[src/rtl/flop_share_arbiter.sv]
// Round-robin arbiter sharing one WIDTH-bit flop between NREQ requesters.
// Each grant drives qin, lets the flop capture it, then checks qout readback.
module flop_share_arbiter #(
  parameter int NREQ  = 4,
  parameter int WIDTH = 8
) (
  input  logic                  clk,
  input  logic                  reset,
  input  logic [NREQ-1:0]       req,
  input  logic [NREQ*WIDTH-1:0] wdata,
  output logic [NREQ-1:0]       grant,
  output logic [NREQ-1:0]       done,
  output logic                  err,
  output logic                  busy,
  output logic [WIDTH-1:0]      qin,
  input  logic [WIDTH-1:0]      qout
);

  localparam int PW = (NREQ > 1) ? $clog2(NREQ) : 1;

  typedef enum logic [1:0] {IDLE, DRIVE, CHECK} state_t;

  state_t           state;
  logic [PW-1:0]    ptr;
  logic [PW-1:0]    own;
  logic [WIDTH-1:0] lat_data;

  logic [PW-1:0]    win;
  logic             found;
  logic [PW-1:0]    idx;
  int               j;

  // Scan ptr, ptr+1, ... with explicit wrap so NREQ need not be a power of 2.
  always_comb begin
    win   = '0;
    found = 1'b0;
    idx   = '0;
    j     = 0;
    for (int k = 0; k < NREQ; k++) begin
      j = int'(ptr) + k;
      if (j >= NREQ) j = j - NREQ;
      idx = PW'(j);
      if (!found && req[idx]) begin
        found = 1'b1;
        win   = idx;
      end
    end
  end

  always_ff @(posedge clk) begin
    if (!reset) begin
      state    <= IDLE;
      grant    <= '0;
      done     <= '0;
      err      <= 1'b0;
      busy     <= 1'b0;
      qin      <= '0;
      ptr      <= '0;
      own      <= '0;
      lat_data <= '0;
    end else begin
      done <= '0;
      err  <= 1'b0;
      case (state)
        IDLE: begin
          if (found) begin
            grant    <= NREQ'(1) << win;
            qin      <= wdata[win*WIDTH +: WIDTH];
            lat_data <= wdata[win*WIDTH +: WIDTH];
            own      <= win;
            busy     <= 1'b1;
            state    <= DRIVE;
          end
        end
        DRIVE: state <= CHECK;
        CHECK: begin
          done  <= NREQ'(1) << own;
          err   <= (qout != lat_data);
          grant <= '0;
          busy  <= 1'b0;
          ptr   <= (own == PW'(NREQ-1)) ? '0 : own + 1'b1;
          state <= IDLE;
        end
        default: state <= IDLE;
      endcase
    end
  end

endmodule

[config.mk]
export PLATFORM = sky130hd
export DESIGN_NAME = flop_share_arbiter
export DESIGN_NICKNAME = d
export VERILOG_FILES = /design/src/rtl/flop_share_arbiter.sv
export SDC_FILE = /design/constraint.sdc
export NUM_CORES = 1
export LEC_CHECK = 0
export ABC_AREA = 1
export CAP_MARGIN = 5
export CORE_ASPECT_RATIO = 0.75
export CORE_MARGIN = 2
export CORE_UTILIZATION = 28
export DETAILED_ROUTE_END_ITERATION = 16
export DONT_BUFFER_PORTS = 1
export SYNTH_ARGS = -nofsm -noshare
export SYNTH_HDL_FRONTEND = slang
export SYNTH_SLANG_ARGS = --single-unit
[constraint.sdc]
create_clock -name clk -period 4.4 [get_ports clk]
set_input_delay 0.88 -clock clk [delete_from_list [all_inputs] [get_ports clk]]
set_output_delay 0.88 -clock clk [all_outputs]
set_load 0.005 [all_outputs]
# After elaboration in Yosys (flattened, before gate mapping)
# Cells that the tools add are included.
# totals
latch_bits	0
reg_bits	24
elab_cells	70
input_bits	46
output_inout_bits	18
mem_count	0
romBits	0
ramBits	0
# classes
n_eq_ne	5
n_reduce_logical	11
addsub	8
multipliers	0
order_cmp	8
muxes	27
bitwise	0
n_div	0
shifts	3
# op_table
cell	n
32-bit by 6-bit indexed part select with 8-bit output	1
2-bit 2-to-1 mux	10
2-bit by 3-bit < comparator with 1-bit output (second input constant)	4
3-bit greater-or-equal comparator (second input constant)	3
1-bit 2-to-1 mux	9
1-bit binary-select mux with 2-bit select	4
8-bit != test	1
4-bit one-hot mux with 2 select lines	1
1-bit by 2-bit << shifter with 4-bit output (first input constant)	2
2-bit by 1-bit subtractor with 2-bit output (second input constant)	4
2-bit by 2-bit adder with 3-bit output (second input constant)	2
2-bit AND reduction	3
2-bit == test (second input constant)	2
4-bit 2-to-1 mux	1
2-bit one-hot mux with 2 select lines	1
2-bit by 1-bit adder with 3-bit output (second input constant)	1
2-bit by 3-bit greater-or-equal comparator with 1-bit output (second input constant)	1
1-bit logical AND	3
1-bit logical NOT	3
2-bit by 1-bit adder with 2-bit output (second input constant)	1
2-bit by 1-bit == test with 1-bit output (second input constant)	1
2-bit logical NOT	1
2-bit != test (second input constant)	1
1-bit one-hot mux with 2 select lines	1
2-bit nonzero test	1

# Longest topological paths before layout
# Gate-level depths: netlist of the first run.
# depth
ltp_word	17
mapped_depth	16
ltp_nobuf	15

# Worst setup path before layout of the first run
# Ideal clock, no wire load.
# synth_path
path_kind	input-to-reg
start	input req[1]
end	register lat_data[1]
path_stages	14
required_time_ns	4.291
path_buffers	1
setup_ns	0.109
setup_slack_ns	2.271
arrival_ns	2.020
path_cell_list	inv_1 > nand2_2 > nand3_1 > nand2_2 > nor2_4 > nand2_1 > or2_1 > nand2_1 > inv_2 > buf_6 > nor2_2 > nor2_1 > nand2_1 > inv_1
# synth_via
elab_chain_cells	13
elab_cells_between_ends	24
classes_between	1 x shift; 16 x mux; 7 x reduce/logical
# synth_lines
element	line_no	rtl
start, declared	9	input logic [NREQ-1:0] req,
1-bit binary-select mux with 2-bit select	43	if (!found && req[idx]) begin
1-bit 2-to-1 mux (implied by the code)	43	
1-bit 2-to-1 mux	43	
1-bit logical NOT	43	
1-bit logical AND	43	
1-bit 2-to-1 mux	43	
1-bit logical NOT	43	
1-bit logical AND	43	
1-bit 2-to-1 mux	43	
1-bit logical NOT	43	
1-bit logical AND	43	
2-bit 2-to-1 mux or 1-bit 2-to-1 mux (tied branches)	43	
32-bit by 6-bit indexed part select with 8-bit output or 2-bit AND reduction (tied branches)	n/a	
end signal, assigned	69	lat_data <= wdata[win*WIDTH +: WIDTH];
end, declared	26	logic [WIDTH-1:0] lat_data;
# Several ways; a longest one is shown, not always the timed one. The select of a mux whose other input is x is not followed.
# A chain may end at the register's enable or synchronous reset.

# Final worst setup path of the first run
# layout_path
start	register ptr[0]
end	register lat_data[3]
# layout_via
elab_chain_cells	15
elab_cells_between_ends	39
classes_between	7 x add/sub; 4 x order compare; 1 x shift; 20 x mux; 7 x reduce/logical
# layout_lines
element	line_no	rtl
start, declared	24	logic [PW-1:0] ptr;
start signal, assigned	81	ptr <= (own == PW'(NREQ-1)) ? '0 : own + 1'b1;
parallel branches: the longest is 15 deep, another holds 2-bit by 1-bit adder with 3-bit output	n/a	
# Several ways; the timed one is not identified. The select of a mux whose other input is x is not followed.

==> flow_results.org, run 1 <==
** Outcome
- Result of the run :: completed

** Pwr
- Part of the power in the clock network :: 0.251
- P per Cell Area :: 476 mW/mm2
- Internal cell power :: 0.466 mW
- Combinational share of power :: 0.355
- Of the total power, registers draw 0.394.
- P_sw :: 0.297 mW
- Switching part of the total power :: 0.389
- The worst-case IR drop observed on VDD is 154 uV.
- Leakage Power :: 0.817 nW

** Critical path
- Data on the critical path arrives at its endpoint at 2.91 ns.
- The worst setup path is launched from a flop.
- The setup path with the least slack is of type reg -> reg.
- For flop-to-flop paths, the worst setup slack is 1.70 ns.
- The number of cells on the worst reg-to-reg path is 14.
- In this run the worst setup path begins at ptr[0].
- Type of element capturing the critical path :: flop
- In this run the critical register-to-register path is launched from ptr[0].
- The most critical setup path has its endpoint at lat_data[3].
- Req. time, crit path :: 4.61 ns
- Endpoint of the worst register-to-register path :: lat_data[3]
- Along the worst path, the maximum fanout reaches 21.

** Route
- Antenna Violating Nets Remaining :: 0
- Vias post-DR :: 1457
- Number of remaining DRC errors :: 0
- For this block, the routed nets add up to 3790 um of wire.
- First-pass iteration count of the detailed router :: 4
- Violation count after the first detailed-routing iteration :: 76
- Per-cell via count in the routed design :: 4.65
- Routed WL per cell :: 12.1 um

** Yosys
- Syn nets :: 290
- Among all flip-flop cells after synthesis, the most frequent one is dfxtp_1.
- The share of synthesized area in the top cell type comes to 0.320.
- Library cell with the largest summed area after synthesis :: dfxtp_1
- Dividing the synthesized area by the synthesized cell count gives 6.18 um2.
- By instance count, the leading cell after synthesis is nand2_1.
- Of the synthesized area, sequential elements account for 0.320.
- Counting distinct cell types in the post-synthesis netlist gives 23.
- For this run, asynchronously set or reset flops after synthesis account for 0.
- After synthesis, the most frequently instantiated cells are nand2_1 (87), nand3_1 (37), dfxtp_1 (24).
- Post-synthesis sequential element count :: 24
- Dominant cells by area after synthesis :: dfxtp_1 (32%), nand2_1 (22%), nand3_1 (12%)
- Synthesis produced 243 cells.
- Counting flops with a built-in enable in the synthesized netlist gives 0.
- Yosys printed 0 warnings.
- Summing every instance area after synthesis gives 0.00150 mm2.

** Global route
- Global-route wire length before repair :: 6340 um
- Antenna violations before repair :: 0
- Number of global-route vias before repair :: 1340
- For this run, the total global-route usage over all layers was measured as 0.136.
- Entering global routing, the biggest net connects 24 pins.
- Global routing finished with a remaining overflow of 0.

** Placed design
- DP HPWL :: 3030 um
- Setup slack after placement :: 1.53 ns
- The congestion estimate from routability-driven global placement came to 0.895.
- Port buffering added 0 buffers.

** Layout
- Of the cells placed in the final design, the portion with a size suffix greater than 1 is 0.0840.
- Number of nets in the finished design :: 286
- Once layout is complete, the utilization of the core stands at 0.305.
- Diode insertion count for antenna repair :: 0
- The filler cells instantiated in the layout total 574.
- Area growth syn-to-layout :: 6.74%

** CTS
- After clock tree synthesis, the setup repair step added 0 buffers.
- Clk sinks :: 24
- The tree is rooted in a clkbuf_8.
- Count of hold buffers inserted by post-cts repair :: 0
- TritonCTS buffer count :: 3
- Worst skew pair latency :: 0.26 ns
- Post-cts resize count :: 0
- After clock tree synthesis, the clock-pin slew on the worst setup and hold paths is 0.09 ns.
- CTS built an H-tree with a depth of 1.
- TritonCTS clock tree :: yes
- Worst-case clock buffer depth :: 2

** Floorplan
- Number of placed I/O pins :: 64
- Die Area :: 0.00597 mm2
- Measured along the y axis, the die boundary spans 67.4 um.
- The region available for standard cell placement spans 0.00527 mm2.
- Cell row count :: 23
- Horizontal die dimension :: 88.6 um
- Effective utilization at floorplan :: 0.285

** Timing
- Fin Setup TNS :: 0 ns
- The worst pin sits at a relative slew slack of 0.566.
- At the pin with the least slew margin, the transition time is 0.649 ns.
- The total count of hold-check failures in the final report was 0.
- Unrepaired setup endpoints after global routing :: false
- Once routing completed, OpenROAD measured the worst setup slack at 1.70 ns.
- Max Clk Rate :: 0.370 GHz
- Setup Skew :: 0.00517 ns
- Final clock period utilization by the worst path :: 0.614
- The final max-slew violation count was 0.
- After layout, the minimum clock period comes to 2.70 ns.
- Setup violations remaining at the end of the flow were counted as 0.

** Flow run
- Number of max-cap violations :: 0

** Hold path
- The tightest min-delay check is of the reg -> reg type.
-- cells by family (layout without fill, tap and decap cells) --
family,Yosys count,in the layout,synth area share
xor+xnor,8,8,0.0466
compound gates,16,16,0.0533
buf+inv,31,26,0.0974
fa+ha+maj,1,1,0.00833
simple gates,163,163,0.475
flops,24,24,0.320
-- state kept, by name, indices dropped and copies added, names as in the netlist --
name / flops
busy: 1
lat_data: 8
done: 4
grant: 4
err: 1
state: 2
own: 2
ptr: 2
-- worst min path at each step --
| stage | startpoint | end | cells past startpoint |
|---|---|---|---|
| finish | state[1] | state[1] | 1 |
| global route | state[0] | state[1] | 2 |
| CTS | state[0] | state[1] | 2 |
| detailed placement | state[1] | state[1] | 1 |
| global placement | state[1] | state[1] | 1 |
| floorplan | state[1] | state[1] | 1 |
-- area by class of cell --
class	instances	area, um2	share of cell area
clock inverter	1	30.0	0.0187
clock buffer	3	41.3	0.0257
tap	75	93.8	0.0585
sequential	24	480	0.300
multi-input combinational	188	876	0.546
inverter	22	82.6	0.0515
-- per-stage QoR --
| step | hold slack [ns] | std cells | power (mW) | area (um2) |
|---|---|---|---|---|
| after floorplan | 0.422 | 243 | 0.535 | 1500 |
| after global placement | 0.434 | 309 | 0.575 | 1530 |
| after detailed placement | 0.451 | 309 | 0.578 | 1530 |
| after CTS | 0.463 | 313 | 0.771 | 1600 |
| after global routing | 0.495 | 313 | 0.840 | 1600 |
| final | 0.459 | 313 | 0.763 | 1600 |
-- power by group through the flow --
stage	Sequential, mW	Clock [mW]	Combinational [mW]
4_1_cts	0.302	0.197	0.273
5_1_grt	0.307	0.209	0.324
6_report	0.301	0.192	0.271
2_1_floorplan	0.291	0	0.244
3_3_place_gp	0.307	0	0.269
3_5_place_dp	0.306	0	0.272
-- cells in the final DEF (no fill, tap or decap) --
cell type	instances
inv_2	4
nand4_1	1
nand2_2	4
nor3_1	5
dfxtp_1	24
nand3_2	1
nor2_2	6
or2_1	1
nor4_1	2
xor2_1	8
o21ai_0	7
nand3_1	37
a21oi_1	8
o21ai_1	1
clkbuf_8	3
nor2_1	18
nor2_4	1
ha_1	1
inv_1	18
bufinv_16	1
nand2_1	87
-- critical path: stages, from the launching register on --
cell and delay [ns]:
dfxtp_1 0.57, inv_2 0.16, nand2_1 0.09, nand2_1 0.09
nand2_1 0.11, nand2_2 0.08, nor2_4 0.10, nand3_1 0.08
nand2_1 0.26, nand2_1 0.48, nor2_1 0.35, nand2_1 0.08
nand2_1 0.06, nor2_1 0.05, nor2_1 0.08
-- metal layers --
| metal | up-vias | GRT usage | share of wire | routed length [um] |
|---|---|---|---|---|
| li1 | 767 | - | - | - |
| met1 | 644 | 0.191 | 0.50 | 1910 |
| met2 | 44 | 0.203 | 0.41 | 1550 |
| met3 | 2 | 0.0501 | 0.080 | 303 |
| met4 | 0 | 0.0208 | 0.0074 | 28 |
| met5 | - | 0 | 0 | 0 |
Power figures use the tool's default switching activity.
==> run 2: changes to the inputs <==
==> constraint.sdc (replaced) <==
create_clock -name clk -period 2.3 [get_ports clk]
set_input_delay 0.46 -clock clk [delete_from_list [all_inputs] [get_ports clk]]
set_output_delay 0.46 -clock clk [all_outputs]
set_load 0.005 [all_outputs]
==> run 2 against run 1 <==
  * Fmax up 35%
  * Highest routed layer unchanged
  * Critical path type unchanged
  * Sequential share of layout area down 0.76 points
  * Non-clock buffer count up 6
  * Largest power group unchanged
==> flow_results.org, run 2 (synthesis gave the netlist of run 1 again) <==
** Route
- Total routed wirelength :: 3890 um
- Dividing the detail-routed wire length by the instance count gives 12.2 um.
- Number of remaining DRC errors :: 0
- Vias post-DR :: 1458
- For this run, the detailed router's first-pass iteration total came to 4.
- In the routed layout, each cell is associated on average with a via count of 4.57.
- Antenna Violating Nets Remaining :: 0
- The detailed router finished its first iteration with 137 violations.

** Critical path
- STA puts the critical path data required time at 2.47 ns.
- Longest individual stage delay on the worst path :: 0.41 ns
- Worst r2r src :: ptr[0]
- Worst path cell trace :: buf_4, nand2_1, nand2_1, nand2_1, nand2_2, nor2_4, nand2_1, nand2_1, nor2_2, nor2_1, nand2_1, nand2_1, nor2_1, nor2_1
- The endpoint identified for the worst register-to-register timing path is lat_data[7].
- Across all register-to-register paths, the minimum setup slack is 0.29 ns.
- Count of cells along the worst register-to-register path :: 14
- The worst setup path is launched from a flop.
- Of all nets on the critical path, the largest fanout is 11.
- On the critical path, the stage with the largest delay is an instance of dfxtp_2.
- Worst path most repeated cell :: nand2_1
- Type of element capturing the critical path :: flop
- The number of buffers and inverters on the critical path is 1.
- Arrival time at the worst endpoint :: 2.18 ns
- Cell class contributing the biggest share of worst-path delay :: simple AND/OR/NAND/NOR gates
- The setup path with the least slack is of type reg -> reg.

** CTS
- In this run, CTS created clock tree buffers numbering 3.
- Post-CTS repair changed the size of 0 cells.
- Worst skew pair latency :: 0.27 ns
- For this design, the sink count on the clock tree is 24.
- The clock passes through at most 2 buffers.
- Cell at the root of the clock tree :: clkbuf_8
- After clock tree synthesis, the flow added hold-fix buffers numbering 0.
- After clock tree synthesis, the clock-pin slew on the worst setup and hold paths is 0.09 ns.
- Postcts setup bufs :: 0
- TritonCTS built the clock tree.
- Number of H-tree branching levels :: 1

** Placed design
- Global placer's final weighted congestion :: 0.835
- Summing all placed instances gives a cell area of 0.00158 mm2.
- The count of buffers added on input and output ports is 0.
- DP HPWL :: 3140 um

** Floorplan
- In this run the core area contains 23 standard-cell rows.
- Area of the core :: 0.00527 mm2
- The die is 67.4 um tall.
- Number of placed I/O pins :: 64
- Horizontal die dimension :: 88.6 um
- The initial utilization of the core area, before any placement, comes to 0.285.
- Die Area :: 0.00597 mm2

** Layout
- Reg area :: 482 um2
- Once layout is done, the placed cells without fillers occupy 0.00165 mm2.
- Of the cells placed in the final design, the portion with a size suffix greater than 1 is 0.111.
- Largest register by flop count :: lat_data
- Leaving out fill and tap cells, the most frequent cell in the layout is nand2_1.
- Diode insertion count for antenna repair :: 0
- The net count of the finished layout is 292.
- Area of the multi-input gates :: 876 um2
- Fill count :: 598
- At the end of the flow the core is filled with cells to 0.313.
- The largest registers in the layout are lat_data x8, done x4, grant x4.
- The area growth from synthesis to layout is 9.82%.
- The register with the most flip-flops in the layout has 8 of them.
- Leading cell types in the layout, fill and taps excluded :: nand2_1 (87), nand3_1 (37), dfxtp_1 (23)

** Timing
- Setup Skew :: 0.00359 ns
- The total count of hold-check failures in the final report was 0.
- Setup repair after global routing left no endpoint under its margin.
- The final max-slew violation count came to 0.
- The worst path in the final design needs a cycle of 2.01 ns, including I/O delays and setup.
- Slew margin rel. :: 0.691
- Slew of the pin with the lowest slew margin :: 0.462 ns
- Of the available clock period, the critical path in the final layout requires 0.872.
- Derived from the worst setup path, the maximum achievable clock frequency is 0.498 GHz.
- Across all hold checks on the routed design, the worst slack comes to 0.320 ns.
- Setup violations remaining at the end of the flow were counted as 0.
- Fin Setup TNS :: 0 ns

** Hold path
- Along the worst hold path, the cell count comes to 2.
- The startpoint identified for the worst hold timing path is reset.
- The tightest min-delay check is of the in -> reg type.
- Worst Hold End :: grant[3]

** Global route
- GRT overflow :: 0
- The number of global-route vias before repair came to 1382.
- Antenna violations before repair :: 0
- Entering global routing, the biggest net connects 24 pins.
- The first global-routing pass estimated 6370 um of wire.
- Overall routing resource usage :: 0.138

** Flow run
- Across the run, the number of max-cap violations was 0.

** Pwr
- P per Cell Area :: 914 mW/mm2
- Peak supply drop :: 305 uV
- The analysis attributes to cell leakage a power of 0.846 nW.

** Outcome
- The flow ran to the end, and the final reports show no timing, DRC or antenna violations.
[run 2: per-stage QoR]
| step | power [mW] | setup slack [ns] | std cells |
|---|---|---|---|
| 6_report | 1.51 | 0.293 | 319 |
| 5_1_grt | 1.65 | 0.0510 | 319 |
| 4_1_cts | 1.52 | 0.196 | 319 |
| 3_5_place_dp | 1.15 | 0.229 | 315 |
| 3_3_place_gp | 1.14 | 0.283 | 315 |
| 2_1_floorplan | 1.02 | 0.591 | 243 |
[run 2: final cells by class]
cell class                      instances  area share
Multi-Input combinational cell        188       0.531
Sequential cell                        24       0.292
Tap cell                               75      0.0569
Inverter                               22      0.0500
Timing Repair Buffer                    6      0.0273
Clock buffer                            3      0.0250
Clock inverter                          1      0.0182
[run 2: worst max-delay path by stage]
| stage | start | end | cells past startpoint |
|---|---|---|---|
| finish | ptr[0] | lat_data[7] | 14 |
| global route | ptr[1] | lat_data[1] | 16 |
| CTS | ptr[0] | lat_data[7] | 14 |
| detailed placement | ptr[0] | lat_data[7] | 14 |
| global placement | ptr[0] | lat_data[2] | 16 |
| floorplan | req[1] | lat_data[1] | 14 |
[run 2: metal layers]
metal | GRT usage | wire length (um) | vias up
met5 | 0 | 0 | -
li1 | - | - | 768
met4 | 0.0322 | 46 | 0
met3 | 0.0452 | 297 | 4
met2 | 0.207 | 1560 | 52
met1 | 0.191 | 1990 | 634
[run 2: power breakdown]
group	internal (mW)	switching (mW)
Sequential	0.487	0.0833
Combinational	0.202	0.362
Clock	0.233	0.142
